===== config.mk =====
export PLATFORM = sky130hd
export DESIGN_NAME = multicycle_sequencer
export DESIGN_NICKNAME = d
export VERILOG_FILES = /design/src/rtl/cpu_pkg.sv /design/src/rtl/opclass_decode.sv /design/src/rtl/multicycle_sequencer.sv
export SDC_FILE = /design/constraint.sdc
export NUM_CORES = 1
export LEC_CHECK = 0
export ABC_AREA = 0
export CAP_MARGIN = 20
export CORE_MARGIN = 3
export CORE_UTILIZATION = 42
export DETAILED_ROUTE_END_ITERATION = 16
export PLACE_DENSITY = 0.8
export SYNTH_ARGS = -nofsm -noshare
export SYNTH_HDL_FRONTEND = slang
export SYNTH_HIERARCHICAL = 1
export SYNTH_SLANG_ARGS = --single-unit

===== constraint.sdc =====
create_clock -name clk -period 1.8 [get_ports clk]
set_clock_uncertainty 0.2 [all_clocks]
set_input_delay 0.36 -clock clk [delete_from_list [all_inputs] [get_ports clk]]
set_output_delay 0.36 -clock clk [all_outputs]
set_load 0.01 [all_outputs]

===== src/rtl/cpu_pkg.sv =====
// Shared opcode constants, sequencer state encoding and opcode classes for the
// multi-cycle RISC-V core.
package cpu_pkg;

  localparam logic [6:0] OPC_BRANCH = 7'b1100011;
  localparam logic [6:0] OPC_LOAD   = 7'b0000011;
  localparam logic [6:0] OPC_STORE  = 7'b0100011;
  localparam logic [6:0] OPC_OPIMM  = 7'b0010011;
  localparam logic [6:0] OPC_OP     = 7'b0110011;

  typedef enum logic [2:0] {
    ST_FETCH     = 3'd0,
    ST_DECODE    = 3'd1,
    ST_EXECUTE   = 3'd2,
    ST_MEMORY    = 3'd3,
    ST_WRITEBACK = 3'd4
  } state_t;

  typedef enum logic [2:0] {
    CLS_ILLEGAL = 3'd0,
    CLS_BRANCH  = 3'd1,
    CLS_LOAD    = 3'd2,
    CLS_STORE   = 3'd3,
    CLS_OPIMM   = 3'd4,
    CLS_OP      = 3'd5
  } opclass_t;

endpackage


===== src/rtl/opclass_decode.sv =====
// Combinational opcode-to-class map; anything unrecognised is ILLEGAL.
module opclass_decode
  import cpu_pkg::*;
(
  input  logic [6:0] opcode,
  output opclass_t   opclass
);

  always_comb begin
    opclass = CLS_ILLEGAL;
    case (opcode)
      OPC_BRANCH: opclass = CLS_BRANCH;
      OPC_LOAD:   opclass = CLS_LOAD;
      OPC_STORE:  opclass = CLS_STORE;
      OPC_OPIMM:  opclass = CLS_OPIMM;
      OPC_OP:     opclass = CLS_OP;
      default:    opclass = CLS_ILLEGAL;
    endcase
  end

endmodule


===== src/rtl/multicycle_sequencer.sv =====
// Five-stage sequencer for the multi-cycle datapath with memory stall watchdog.
// Optional perf counters (instr_retired, stall_cycles) under `SEQ_PERF_EN.
module multicycle_sequencer
  import cpu_pkg::*;
#(
  parameter int TIMEOUT = 255
) (
  input  logic        clk,
  input  logic        rst,
  input  logic        run,
  input  logic [6:0]  opcode,
  input  logic        mem_ready,
  output logic        ir_we,
  output logic        pc_we,
  output logic        reg_we,
  output logic        mem_en,
  output logic        mem_we,
  output logic [2:0]  stage,
  output logic        instr_done,
`ifdef SEQ_PERF_EN
  output logic [31:0] instr_retired,
  output logic [31:0] stall_cycles,
`endif
  output logic        mem_timeout
);

  localparam int WDW = (TIMEOUT > 1) ? $clog2(TIMEOUT + 1) : 1;
  localparam logic [WDW-1:0] WD_LAST = (TIMEOUT > 0) ? WDW'(TIMEOUT - 1) : '0;

  state_t         state, next;
  opclass_t       dec_class, class_q;
  logic [WDW-1:0] wd_cnt;
  logic           stall, expire;
  logic           ir_we_c, pc_we_c, reg_we_c, mem_en_c, mem_we_c, done_c;

  opclass_decode u_dec (
    .opcode  (opcode),
    .opclass (dec_class)
  );

  assign stall  = mem_en_c && !mem_ready;
  // wd_cnt holds prior consecutive waits, so this cycle is wait number wd_cnt+1
  assign expire = (TIMEOUT != 0) && stall && (wd_cnt == WD_LAST);

  always_comb begin
    next     = state;
    ir_we_c  = 1'b0;
    pc_we_c  = 1'b0;
    reg_we_c = 1'b0;
    mem_en_c = 1'b0;
    mem_we_c = 1'b0;
    done_c   = 1'b0;
    case (state)
      ST_FETCH: begin
        mem_en_c = run;
        if (run && mem_ready) begin
          ir_we_c = 1'b1;
          next    = ST_DECODE;
        end
      end
      ST_DECODE: begin
        if (dec_class == CLS_ILLEGAL) begin
          pc_we_c = 1'b1;
          done_c  = 1'b1;
          next    = ST_FETCH;
        end else begin
          next = ST_EXECUTE;
        end
      end
      ST_EXECUTE: begin
        case (class_q)
          CLS_BRANCH: begin
            pc_we_c = 1'b1;
            done_c  = 1'b1;
            next    = ST_FETCH;
          end
          CLS_LOAD, CLS_STORE: next = ST_MEMORY;
          default:             next = ST_WRITEBACK;
        endcase
      end
      ST_MEMORY: begin
        mem_en_c = 1'b1;
        mem_we_c = (class_q == CLS_STORE);
        if (mem_ready) begin
          if (class_q == CLS_STORE) begin
            pc_we_c = 1'b1;
            done_c  = 1'b1;
            next    = ST_FETCH;
          end else begin
            next = ST_WRITEBACK;
          end
        end else if (expire) begin
          // abandon the access: retire without touching the register file
          pc_we_c = 1'b1;
          done_c  = 1'b1;
          next    = ST_FETCH;
        end
      end
      ST_WRITEBACK: begin
        reg_we_c = 1'b1;
        pc_we_c  = 1'b1;
        done_c   = 1'b1;
        next     = ST_FETCH;
      end
      default: next = ST_FETCH;
    endcase
  end

  always_ff @(posedge clk) begin
    if (rst) begin
      state   <= ST_FETCH;
      class_q <= CLS_ILLEGAL;
      wd_cnt  <= '0;
    end else begin
      state <= next;
      if (state == ST_DECODE) class_q <= dec_class;
      if (next != state || !stall || expire) wd_cnt <= '0;
      else                                   wd_cnt <= wd_cnt + 1'b1;
    end
  end

  assign ir_we       = ir_we_c  && !rst;
  assign pc_we       = pc_we_c  && !rst;
  assign reg_we      = reg_we_c && !rst;
  assign mem_en      = mem_en_c && !rst;
  assign mem_we      = mem_we_c && !rst;
  assign instr_done  = done_c   && !rst;
  assign mem_timeout = expire   && !rst;
  assign stage       = rst ? 3'd0 : state;

`ifdef SEQ_PERF_EN
  always_ff @(posedge clk) begin
    if (rst) begin
      instr_retired <= '0;
      stall_cycles  <= '0;
    end else begin
      if (done_c) instr_retired <= instr_retired + 32'd1;
      if (stall)  stall_cycles  <= stall_cycles + 32'd1;
    end
  end
`endif

endmodule


==> impl_metrics.csv <==
group,metric,value,unit
synth,synthTopCellsByCount,"nor2_1 (19), dfxtp_1 (14), a21oi_1 (5), nand3_1 (5), nor2b_1 (4)",
pwr,peakVddDrop,490.5,uV
placed_design,portBuffers,20,
die,dieHeight,49.73,um
global_routing,grt_first_pass_wirelength,4347,um
final_layout,antennaDiodeCount,0,
drt,drt-total-wl,2866,um
timing,setup_slack,-0.3338,ns
run_status,status,"finished with violations",
worst_setup_path,path_class,"flip-flop to output pin",
global_routing,antenna_found_initial,0,
pwr,p_leak,0.5850,nW
die,ios,21,
worst_setup_path,required,1.24,ns
run,cap_violations,0,
timing,min_period_over_period,1.185,
drt,drtIter0Drc,23,
global_routing,grt_overflow,0,
cts,cts_tree,"done",
drt,drc,0,
die,die_w,49.73,um
synth,yosysMostFrequentCell,"nor2_1",
cts,cts_sinks,14,
drt,detail-route-antenna-nets,0,
cts,cts_root_buf,"clkbuf_4",
timing,hold_ws,0.3311,ns
synth,synth_cell_types,35,
final_layout,syn2layout_area_growth,77.10,%
worst_setup_path,r2r_setup_slack,0,ns
synth,synth_nets,110,
cts,cts_htree_levels,1,
cts,path_clk_slew,0.09,ns
die,initial_core_util,0.4553,
drt,vias_per_cell,5.376,
timing,hold_viol,0,
placed_design,dpl.cell_count,163,
timing,worst_slew_pin_slew,0.4093,ns
final_layout,postLayoutCellArea,1423,sq um
drt,wl_per_cell,16.57,um
synth,synth_warnings,6,
timing,period_needed,2.134,ns
synth,syn_inst,97,
synth,ys_seq_area_frac,0.3489,
worst_setup_path,critPathArrivalTime,1.57,ns
drt,wl_met1,1066,um
timing,setup_tns,-1.473,ns
placed_design,placed_area,1216,sq um
timing,drv_slew,0,
drt,dr_wl_met3,108,um
synth,synth_edf_count,0,
drt,routed.top_layer,"met4",
drt,vias,930,
drt,wl_met2,1607,um
run_status,violations,"negative setup slack",
timing,relSlewSlack,0.7261,
synth,synth_top_area_frac,0.3489,
drt,drt_pass1_iterations,4,
timing,rsz0062_at_grt,"yes",
die,core,1764,sq um
placed_design,gp_congestion,0.8296,
die,fp.dieArea,2473,sq um
cts,clock_path_buffers,2,
worst_setup_path,path_cells,"inv_2 > ha_4 > nand3_4 > or2_4 > nor4b_2 > buf_2",
worst_setup_path,cp-end-kind,"output pin",
final_layout,drive_gt1_frac,0.5878,
final_layout,nets,162,
min_path,hold_class,"flip-flop to flip-flop",
cts,insertion_delay,0.29,ns
final_layout,fin_cells,173,
cts,cts_made_buffers,3,
synth,ys_async_sr_fraction,0,
synth,synth_seq_cells,14,
synth,syn_avg_cell_area,8.281,sq um
worst_setup_path,crit_fanout,2,
worst_setup_path,crit_family,"simple AND/OR/NAND/NOR gates",
global_routing,grt_pass1_vias,972,
worst_setup_path,start_kind,"flip-flop",
die,rows,15,
worst_setup_path,crit_path_top_delay_cell,"dfxtp_2",
synth,yosys-top-cells-area,"dfxtp_1 (35%), nor2_1 (8.9%), mux2i_1 (3.7%)",
global_routing,grt_max_degree,9,
pwr,power_density,450.0,nW/um^2
synth,netlist_area,803.3,sq um
synth,synth_top_area_cell,"dfxtp_1",
timing,fmax,468.6,MHz
synth,ys.flop_type,"dfxtp_1",
cts,postCtsHoldBufs,0,
worst_setup_path,worst-path-buf-inv,2,
global_routing,grt_util_all_layers,0.2307,
worst_setup_path,critical-path-max-stage-delay,0.33,ns
placed_design,hpwl,1796,um
timing,setup_viol,6,
-- repair_timing --
item                                    in CTS  in global routing
pin swaps                                    9                 23
setup buffers                                4                  3
gates resized for setup                     68                 42
endpoints found under the hold margin        0                  0
endpoints found under the setup margin      18                 18
-- layer usage --
layer	global-route usage	vias up
met5	0	-
met4	0.1290	0
met3	0.04834	9
met2	0.4339	29
met1	0.2305	455
li1	-	437
-- cell type report --
cell class | count | area (sq um)
clock buffers | 4 | 36.28
fillers | 111 | 341.6
inverters | 3 | 11.26
multi-input cells | 75 | 656.9
flip-flops and latches | 14 | 289.0
well taps | 25 | 31.28
repair buffers | 52 | 397.9
-- final timing paths --
| check | start | endpoint | cells after the start |
|---|---|---|---|
| worst max-delay path | wd_cnt[0] | mem_timeout | 6 |
| worst min-delay path | wd_cnt[0] | wd_cnt[0] | 2 |
| worst max register to register | state[0] | wd_cnt[0] | 6 |
| worst min register to register | wd_cnt[0] | wd_cnt[0] | 2 |
-- kinds of logic (layout without fill, tap and decap cells) --
logic type,Yosys count,count (layout),synth area share
AND/OR/NAND/NOR,52,52,0.3738
flip-flops,14,14,0.3489
AO/OA/AOI/OAI,12,12,0.09814
buffers and inverters,8,59,0.04518
XOR/XNOR,6,6,0.06543
multiplexers,3,3,0.03738
adder cells (fa/ha/maj),2,2,0.03115
-- cells in the final DEF, fill, tap and decap left out, drive strengths merged, types with 4 or more instances in the layout --
cell type	netlist	final
nor2	20	20
nand3	5	5
dfxtp	14	14
clkbuf	2	10
buf	3	40
a21oi	5	5
dlygate4sd2	0	4
nor2b	4	4
-- sequential cells by signal (all words and copies together), names as in the netlist --
| signal | cells |
|---|---|
| class_q | 3 |
| state | 3 |
| wd_cnt | 8 |
-- worst reg2reg max path: stages, from the launching register on --
cell	delay (ns)
dfxtp_4	0.36
buf_6	0.12
nor2_4	0.11
a21oi_4	0.08
buf_6	0.12
or4b_4	0.62
nor2_2	0.12
-- power by group --
part / internal [mW] / switching, mW / total (mW) / leakage (nW)
registers: 0.311 / 0.00238 / 0.314 / 0.116
clock network: 0.123 / 0.109 / 0.232 / 0.0210
logic: 0.0447 / 0.0496 / 0.0943 / 0.448
-- through the flow --
| step | power, mW | worst slack [ns] | utilization |
|---|---|---|---|
| after floorplan | 0.3509 | -0.09508 | - |
| after global placement | 0.4006 | -0.9127 | 0.6894 |
| after detailed placement | 0.4039 | -0.9563 | 0.6894 |
| after CTS | 0.6264 | -0.2914 | 0.7418 |
| after global routing | 0.6642 | -0.4124 | 0.8064 |
| final | 0.6402 | -0.3338 | 0.8064 |
No activity file was read; power rests on OpenSTA's default activity.
